--- src/rtl/fifo_serial_tx.sv ---
// rtl/fifo_serial_tx.sv - FIFO read-side consumer serialising words as UART-style frames
module fifo_serial_tx #(
  parameter int WIDTH = 4,
  parameter int DIV   = 4,
  parameter int CNT_W = 8
) (
  input  logic             clk,
  input  logic             rst_n,
  input  logic             enable,
  input  logic             empty,
  output logic             rd_rq,
  input  logic [WIDTH-1:0] rdata,
  output logic             tx,
  output logic             busy,
  output logic [CNT_W-1:0] frames
);

  localparam int DW = (DIV > 1) ? $clog2(DIV) : 1;
  localparam int BW = $clog2(WIDTH + 1);
  localparam logic [DW-1:0] DIV_LAST = DW'(DIV - 1);
  localparam logic [BW-1:0] BIT_LAST = BW'(WIDTH - 1);

  typedef enum logic [2:0] {IDLE, POP, LOAD, START, DATA, STOP} state_t;

  state_t           state_q;
  logic [DW-1:0]    div_q;
  logic [BW-1:0]    bit_q;
  logic [WIDTH-1:0] shift_q;
  logic [WIDTH-1:0] shift_nxt;
  logic             tx_q;
  logic             rd_rq_q;
  logic             busy_q;
  logic [CNT_W-1:0] frames_q;

  // Next data bit is taken from the shifted word so tx stays registered
  assign shift_nxt = shift_q >> 1;

  // Frame sequencer: state, bit timing and every output advance together
  always_ff @(posedge clk or negedge rst_n) begin
    if (!rst_n) begin
      state_q  <= IDLE;
      div_q    <= '0;
      bit_q    <= '0;
      shift_q  <= '0;
      tx_q     <= 1'b1;
      rd_rq_q  <= 1'b0;
      busy_q   <= 1'b0;
      frames_q <= '0;
    end else begin
      case (state_q)
        IDLE: begin
          tx_q    <= 1'b1;
          rd_rq_q <= 1'b0;
          if (enable && !empty) begin
            state_q <= POP;
            rd_rq_q <= 1'b1;
            busy_q  <= 1'b1;
          end
        end
        POP: begin
          // the FIFO drives the popped word during the following cycle
          rd_rq_q <= 1'b0;
          state_q <= LOAD;
        end
        LOAD: begin
          shift_q <= rdata;
          tx_q    <= 1'b0;
          div_q   <= '0;
          state_q <= START;
        end
        START: begin
          if (div_q == DIV_LAST) begin
            div_q   <= '0;
            bit_q   <= '0;
            tx_q    <= shift_q[0];
            state_q <= DATA;
          end else begin
            div_q <= div_q + DW'(1);
          end
        end
        DATA: begin
          if (div_q == DIV_LAST) begin
            div_q <= '0;
            if (bit_q == BIT_LAST) begin
              tx_q    <= 1'b1;
              state_q <= STOP;
            end else begin
              shift_q <= shift_nxt;
              tx_q    <= shift_nxt[0];
              bit_q   <= bit_q + BW'(1);
            end
          end else begin
            div_q <= div_q + DW'(1);
          end
        end
        STOP: begin
          if (div_q == DIV_LAST) begin
            div_q    <= '0;
            frames_q <= frames_q + CNT_W'(1);
            busy_q   <= 1'b0;
            state_q  <= IDLE;
          end else begin
            div_q <= div_q + DW'(1);
          end
        end
        default: begin
          state_q <= IDLE;
        end
      endcase
    end
  end

  assign tx     = tx_q;
  assign rd_rq  = rd_rq_q;
  assign busy   = busy_q;
  assign frames = frames_q;

endmodule

--- config.mk ---
export PLATFORM = sky130hd
export DESIGN_NAME = fifo_serial_tx
export DESIGN_NICKNAME = d
export VERILOG_FILES = /design/src/rtl/fifo_serial_tx.sv
export SDC_FILE = /design/constraint.sdc
export NUM_CORES = 1
export LEC_CHECK = 0
export ABC_AREA = 1
export BUFFER_PORTS_ARGS = -buffer_cell sky130_fd_sc_hd__buf_2
export CORE_UTILIZATION = 28
export CTS_CLUSTER_SIZE = 28
export DETAILED_ROUTE_END_ITERATION = 6
export PLACE_DENSITY = 0.57
export SKIP_LAST_GASP = 1
export SYNTH_ARGS = -nofsm -noshare
export SYNTH_HDL_FRONTEND = slang
export SYNTH_SLANG_ARGS = --single-unit
--- constraint.sdc ---
create_clock -name clk -period 1.7 [get_ports clk]
set_input_delay 0.17 -clock clk [delete_from_list [all_inputs] [get_ports clk]]
set_output_delay 0.17 -clock clk [all_outputs]
set_load 0.01 [all_outputs]
After elaboration in Yosys (flattened, before gate mapping)
Index checks and enable logic that the tools add are counted.
{"block": "op_classes", "addsub": 3, "eq_ne": 13, "n_mux": 23, "reduce_logical": 16}
{"operator": "3-bit 2-to-1 mux", "n": 7}
{"operator": "3-bit case mux with 6 select lines", "n": 1}
{"operator": "2-bit != test (second input constant)", "n": 6}
{"operator": "2-bit nonzero test", "n": 5}
{"operator": "3-bit by 2-bit equality test with 1-bit output (second input constant)", "n": 3}
{"operator": "3-bit AND reduction", "n": 3}
{"operator": "8-bit by 1-bit adder with 8-bit output (second input constant)", "n": 1}
{"operator": "4-bit 2-to-1 mux", "n": 2}
{"operator": "4-bit case mux with 2 select lines", "n": 1}
{"operator": "3-bit equality test (second input constant)", "n": 2}
{"operator": "1-bit 2-to-1 mux", "n": 6}
{"operator": "3-bit case mux with 2 select lines", "n": 1}
{"operator": "5-bit AND reduction", "n": 1}
{"operator": "1-bit case mux with 2 select lines", "n": 2}
{"operator": "1-bit case mux with 4 select lines", "n": 1}
{"operator": "2-bit case mux with 2 select lines", "n": 1}
{"operator": "4-bit AND reduction", "n": 1}
{"operator": "4-bit nonzero test", "n": 1}
{"operator": "3-bit by 1-bit adder with 3-bit output (second input constant)", "n": 1}
{"operator": "3-bit by 1-bit equality test with 1-bit output (second input constant)", "n": 1}
{"operator": "3-bit logical NOT", "n": 1}
{"operator": "3-bit OR reduction", "n": 1}
{"operator": "2-bit by 1-bit adder with 2-bit output (second input constant)", "n": 1}
{"operator": "2-bit equality test (second input constant)", "n": 1}
{"operator": "4 further kinds", "n": 4}
{"block": "totals", "ff_bits": 23, "out_inout_bits": 11, "wordCells": 63}

Depth between registers and ports, before layout
{"block": "logic_depth", "depth_word": 4, "depth_mapped": 8}

Worst setup path after synthesis
No wires, ideal clock.
{"block": "synth_timing", "path_kind": "flip-flop to flip-flop", "start": "register bit_q[0]", "end": "register shift_q[1]", "setup_ns": 0.118, "arrival_time_ns": 1.195, "required_ns": 1.582, "path_slack_ns": 0.387, "path_stages_with_launch": 9, "synth_period_minus_slack_ns": 1.313, "cell_sequence": "dfrtp_1 > ha_1 > ha_1 > inv_1 > nand3_2 > nand2_2 > nand2_2 > nand2_1 > nand2_1"}
{"block": "synth_via", "elab_chain_len": 3}
{"element": "start, declared", "line": "27", "text": "logic [BW-1:0] bit_q;"}
{"element": "start signal, assigned", "line": "90", "text": "bit_q <= bit_q + BW'(1);"}
{"element": "3-bit by 2-bit equality test with 1-bit output", "line": "84", "text": "if (bit_q == BIT_LAST) begin"}
{"element": "2-bit != test (no source line)"}
{"element": "3-bit AND reduction (no source line)"}
{"element": "end signal, assigned", "line": "66", "text": "shift_q <= rdata;"}
{"element": "end signal, assigned", "line": "88", "text": "shift_q <= shift_nxt;"}
{"element": "end, declared", "line": "28", "text": "logic [WIDTH-1:0] shift_q;"}
No other way between the ends.
A chain may end at the register's enable or synchronous reset.

Final worst setup path
{"block": "layout_timing", "start": "register bit_q[0]", "end": "register shift_q[2]"}
The elaborated chain is that of the path after synthesis.

==> summary.txt <==
Status
  • Status: finished, final reports clean

Floorplan
  • Die Ht: slightly above 70 µm
  • I/O pins: 19
  • # rows: 24
  • Initial Util: 0.297
  • Die area: 5000 µm²
  • Chip width: 70.7 µm
  • Std-Cell Core Area: about 4400 µm²

Yosys
  • Synth async-reset ratio: 1.00
  • Syn_nets: 184
  • Yosys reg bits: 23
  • Commonest cells in the netlist: nand2_1 (67), dfrtp_1 (22), nand3_1 (18)
  • Mapped Area: 1320 µm²
  • Top-count cell post-synth: nand2_1
  • Synthesized area per cell: 7.68 µm²
  • Post-synth EDFFs: 0
  • Register area share after synthesis: 0.437
  • Area contributors post-synth: dfrtp_1 (42%), nand2_1 (19%), nand3_1 (6.8%)
  • Synth Flop Type: dfrtp_1
  • Share of Yosys cell area claimed by the top area cell type: 0.417
  • Synth Instances: 172
  • Synth cell types: 24
  • Ys Warns: 0
  • Synth area leader: dfrtp_1

Clock tree
  • Total CTS buffers: 3
  • Worst-path clk slew: 0.08 ns
  • Skew-Pair Late Insertion Delay: ~0.27 ns
  • CTS tree: done
  • Clock buffer depth: 2
  • Root Buffer Master: clkbuf_8
  • Clock Sinks: 23
  • CTS H-tree depth: 1

Timing
  • Final Setup Violations: 0
  • Setup ws final: 0.185 ns
  • Final worst path period share: 0.891
  • Setup Skew: 0.00160 ns
  • F_max: roughly 660 MHz
  • Worst-Margin Slew: about 0.52 ns
  • Slew Viols, Final: 0
  • Rel. slew slack: 0.655
  • Fin crit period: 1.51 ns
  • Unrepaired setup endpoints after global routing: false
  • Hold Vio Cnt, Final: 0
  • Final TNS setup: 0 ns

Setup path
  • Top delay family on crit path: simple AND/OR/NAND/NOR gates
  • RR Endpoint: shift_q[2]
  • Worst reg2reg path depth: 8
  • CP arrival: 1.68 ns
  • Worst reg2reg setup slack: 0.19 ns
  • WP data required: ~1.9 ns
  • CP Class: reg -> reg
  • CP max stage cell: dfrtp_1
  • CP cell instances: ha_1 -> ha_1 -> inv_1 -> nand3_2 -> nand2_2 -> nand2_2 -> nand2_1 -> nand2_1
  • Slowest Stage Delay on Critical Path: 0.41 ns
  • Worst Path Max Fanout: 5
  • Crit path capture type: flip-flop
  • Worst r2r src: bit_q[0]
  • Worst setup SP type: flip-flop
  • Worst Path Buf+Inv: 1

Global route
  • GRT met1 Usage: 0.174
  • Vias in the first global route: 1089
  • First-pass GRT wire length: 4920 µm
  • Total grt overflow: 0
  • Met3 Usage GRT: 0.0185
  • Met2 Use GR: 0.194
  • Largest net degree at the start of global routing: 24
  • Gr busiest metal: met2
  • Overall Global Routing Usage: 0.127
  • Antenna violations before repair: 0

Layout
  • Share of cells above drive strength 1: 0.187
  • Final Core Density: 0.341
  • Layout Nets: 206
  • Synth-to-Final Area Change: 14.8%
  • Filler instances: 500
  • ANT cells: 0
  • Finished Cell Area: 1520 µm²

Place
  • Place WS: just over 0.2 ns
  • Number of buffers added on ports: 18
  • Final HPWL DP: 2000 µm
  • Gpl congestion: 0.871
  • Placed cell area: between 1000 and 1500 µm²

Drt
  • Drt total wl: between 2000 and 3000 µm
  • Routed vias: between 1000 and 1500
  • DRC violations left: 0
  • Via-per-instance ratio: approximately 4.6
  • Starting DRC count in detailed routing: 39
  • Wire per inst: 10.9 µm
  • ANT nets after route: 0
  • DRT Pass-1 Iters: 4

Power and ir drop
  • VDD IR max: 422 µV
  • PwrDens: 1520 nW/µm²
  • LEAKAGE: 0.000802 µW

Hold path
  • Worst hold start: rdata[3]
  • Worst hold path endpoint: shift_q[3]
  • Hold Path Depth: 3
  • Worst hold path class: in -> reg

Flow run
  • Max-cap violations: 0
==> cells by family (layout without fill, tap and decap cells) <==
group | count (synthesis) | in the layout | synth area share
compound gates | 9 | 9 | 0.0360
flops | 23 | 23 | 0.437
simple gates | 110 | 110 | 0.383
buf+inv | 22 | 43 | 0.0748
xor+xnor | 4 | 4 | 0.0322
fa+ha+maj | 4 | 4 | 0.0379
==> flip-flops by register name, summed over array words and instances (netlist names) <==
| signal | flops |
|---|---|
| state_q | 3 |
| tx | 1 |
| frames | 8 |
| shift_q | 4 |
| busy | 1 |
| div_q | 2 |
| bit_q | 3 |
| rd_rq | 1 |
==> cell type report <==
class	instances	area, µm²	area share
clock inverter	1	5.00	0.00330
inverter	18	67.6	0.0446
clock buffer	3	41.3	0.0272
sequential	23	577	0.380
multi-input combinational	127	646	0.426
timing repair buffer	21	115	0.0759
tap	52	65.1	0.0429
==> worst register-to-register path: cells and delay by family (launching register included) <==
kind                     cells  cell delay [ns]
adder cells (fa/ha/maj)      2             0.40
buffers and inverters        1             0.10
flip-flops                   1             0.41
AND/OR/NAND/NOR              5             0.51
==> routing by layer <==
layer  part of all wire  vias to the layer above  wire length, µm
met2               0.45                       16             1200
met1               0.50                      514             1350
met3              0.018                        5               49
met5                  0                        -                0
met4              0.028                        0               76
li1                   -                      594                -
==> worst max path at each step <==
| stage | cells past startpoint | from | end |
|---|---|---|---|
| 6_report | 8 | bit_q[0] | shift_q[2] |
| 5_1_grt | 8 | bit_q[0] | shift_q[2] |
| 4_1_cts | 8 | bit_q[0] | shift_q[2] |
| 3_5_place_dp | 8 | bit_q[0] | shift_q[2] |
| 3_3_place_gp | 8 | bit_q[0] | shift_q[2] |
| 2_1_floorplan | 8 | bit_q[0] | shift_q[1] |
==> metrics by stage <==
step / cells / hold WS (ns) / power, µW
after floorplan: 172 / -0.126 / 1710
after detailed placement: 240 / 0.183 / 1980
final: 245 / 0.141 / 2310
after global placement: 240 / 0.177 / 1980
after CTS: 245 / 0.147 / 2340
after global routing: 245 / 0.160 / 2560
==> repair_timing <==
item,in CTS,in global routing
gates resized for setup,0,0
hold endpoints to repair,22,0
setup buffers,0,0
hold buffers,1,0
==> cell usage in the layout (no fill, tap or decap), types with 2 or more instances in the layout <==
cell | netlist | layout
buf_2 | 0 | 18
dfrtp_1 | 22 | 22
nand2_2 | 2 | 2
inv_2 | 2 | 2
nor2_4 | 2 | 2
clkbuf_8 | 0 | 3
nand2_1 | 67 | 67
or2_0 | 2 | 2
nand4_1 | 5 | 5
nand3_1 | 18 | 18
ha_1 | 4 | 4
nand3_2 | 4 | 4
nor2_1 | 8 | 8
inv_1 | 16 | 16
a21oi_1 | 3 | 3
buf_4 | 2 | 2
o21ai_0 | 4 | 4
xnor2_1 | 2 | 2
nand3b_1 | 2 | 2
==> power by group <==
group / leakage, µW / total (µW) / internal [µW] / switching, µW
combinational: 0.000490 / 1020 / 383 / 640
clock: 0.0000255 / 346 / 164 / 182
sequential: 0.000287 / 938 / 742 / 195
total: 0.000802 / 2310 / 1290 / 1020
Note: power is estimated with default switching activity, not from simulation.
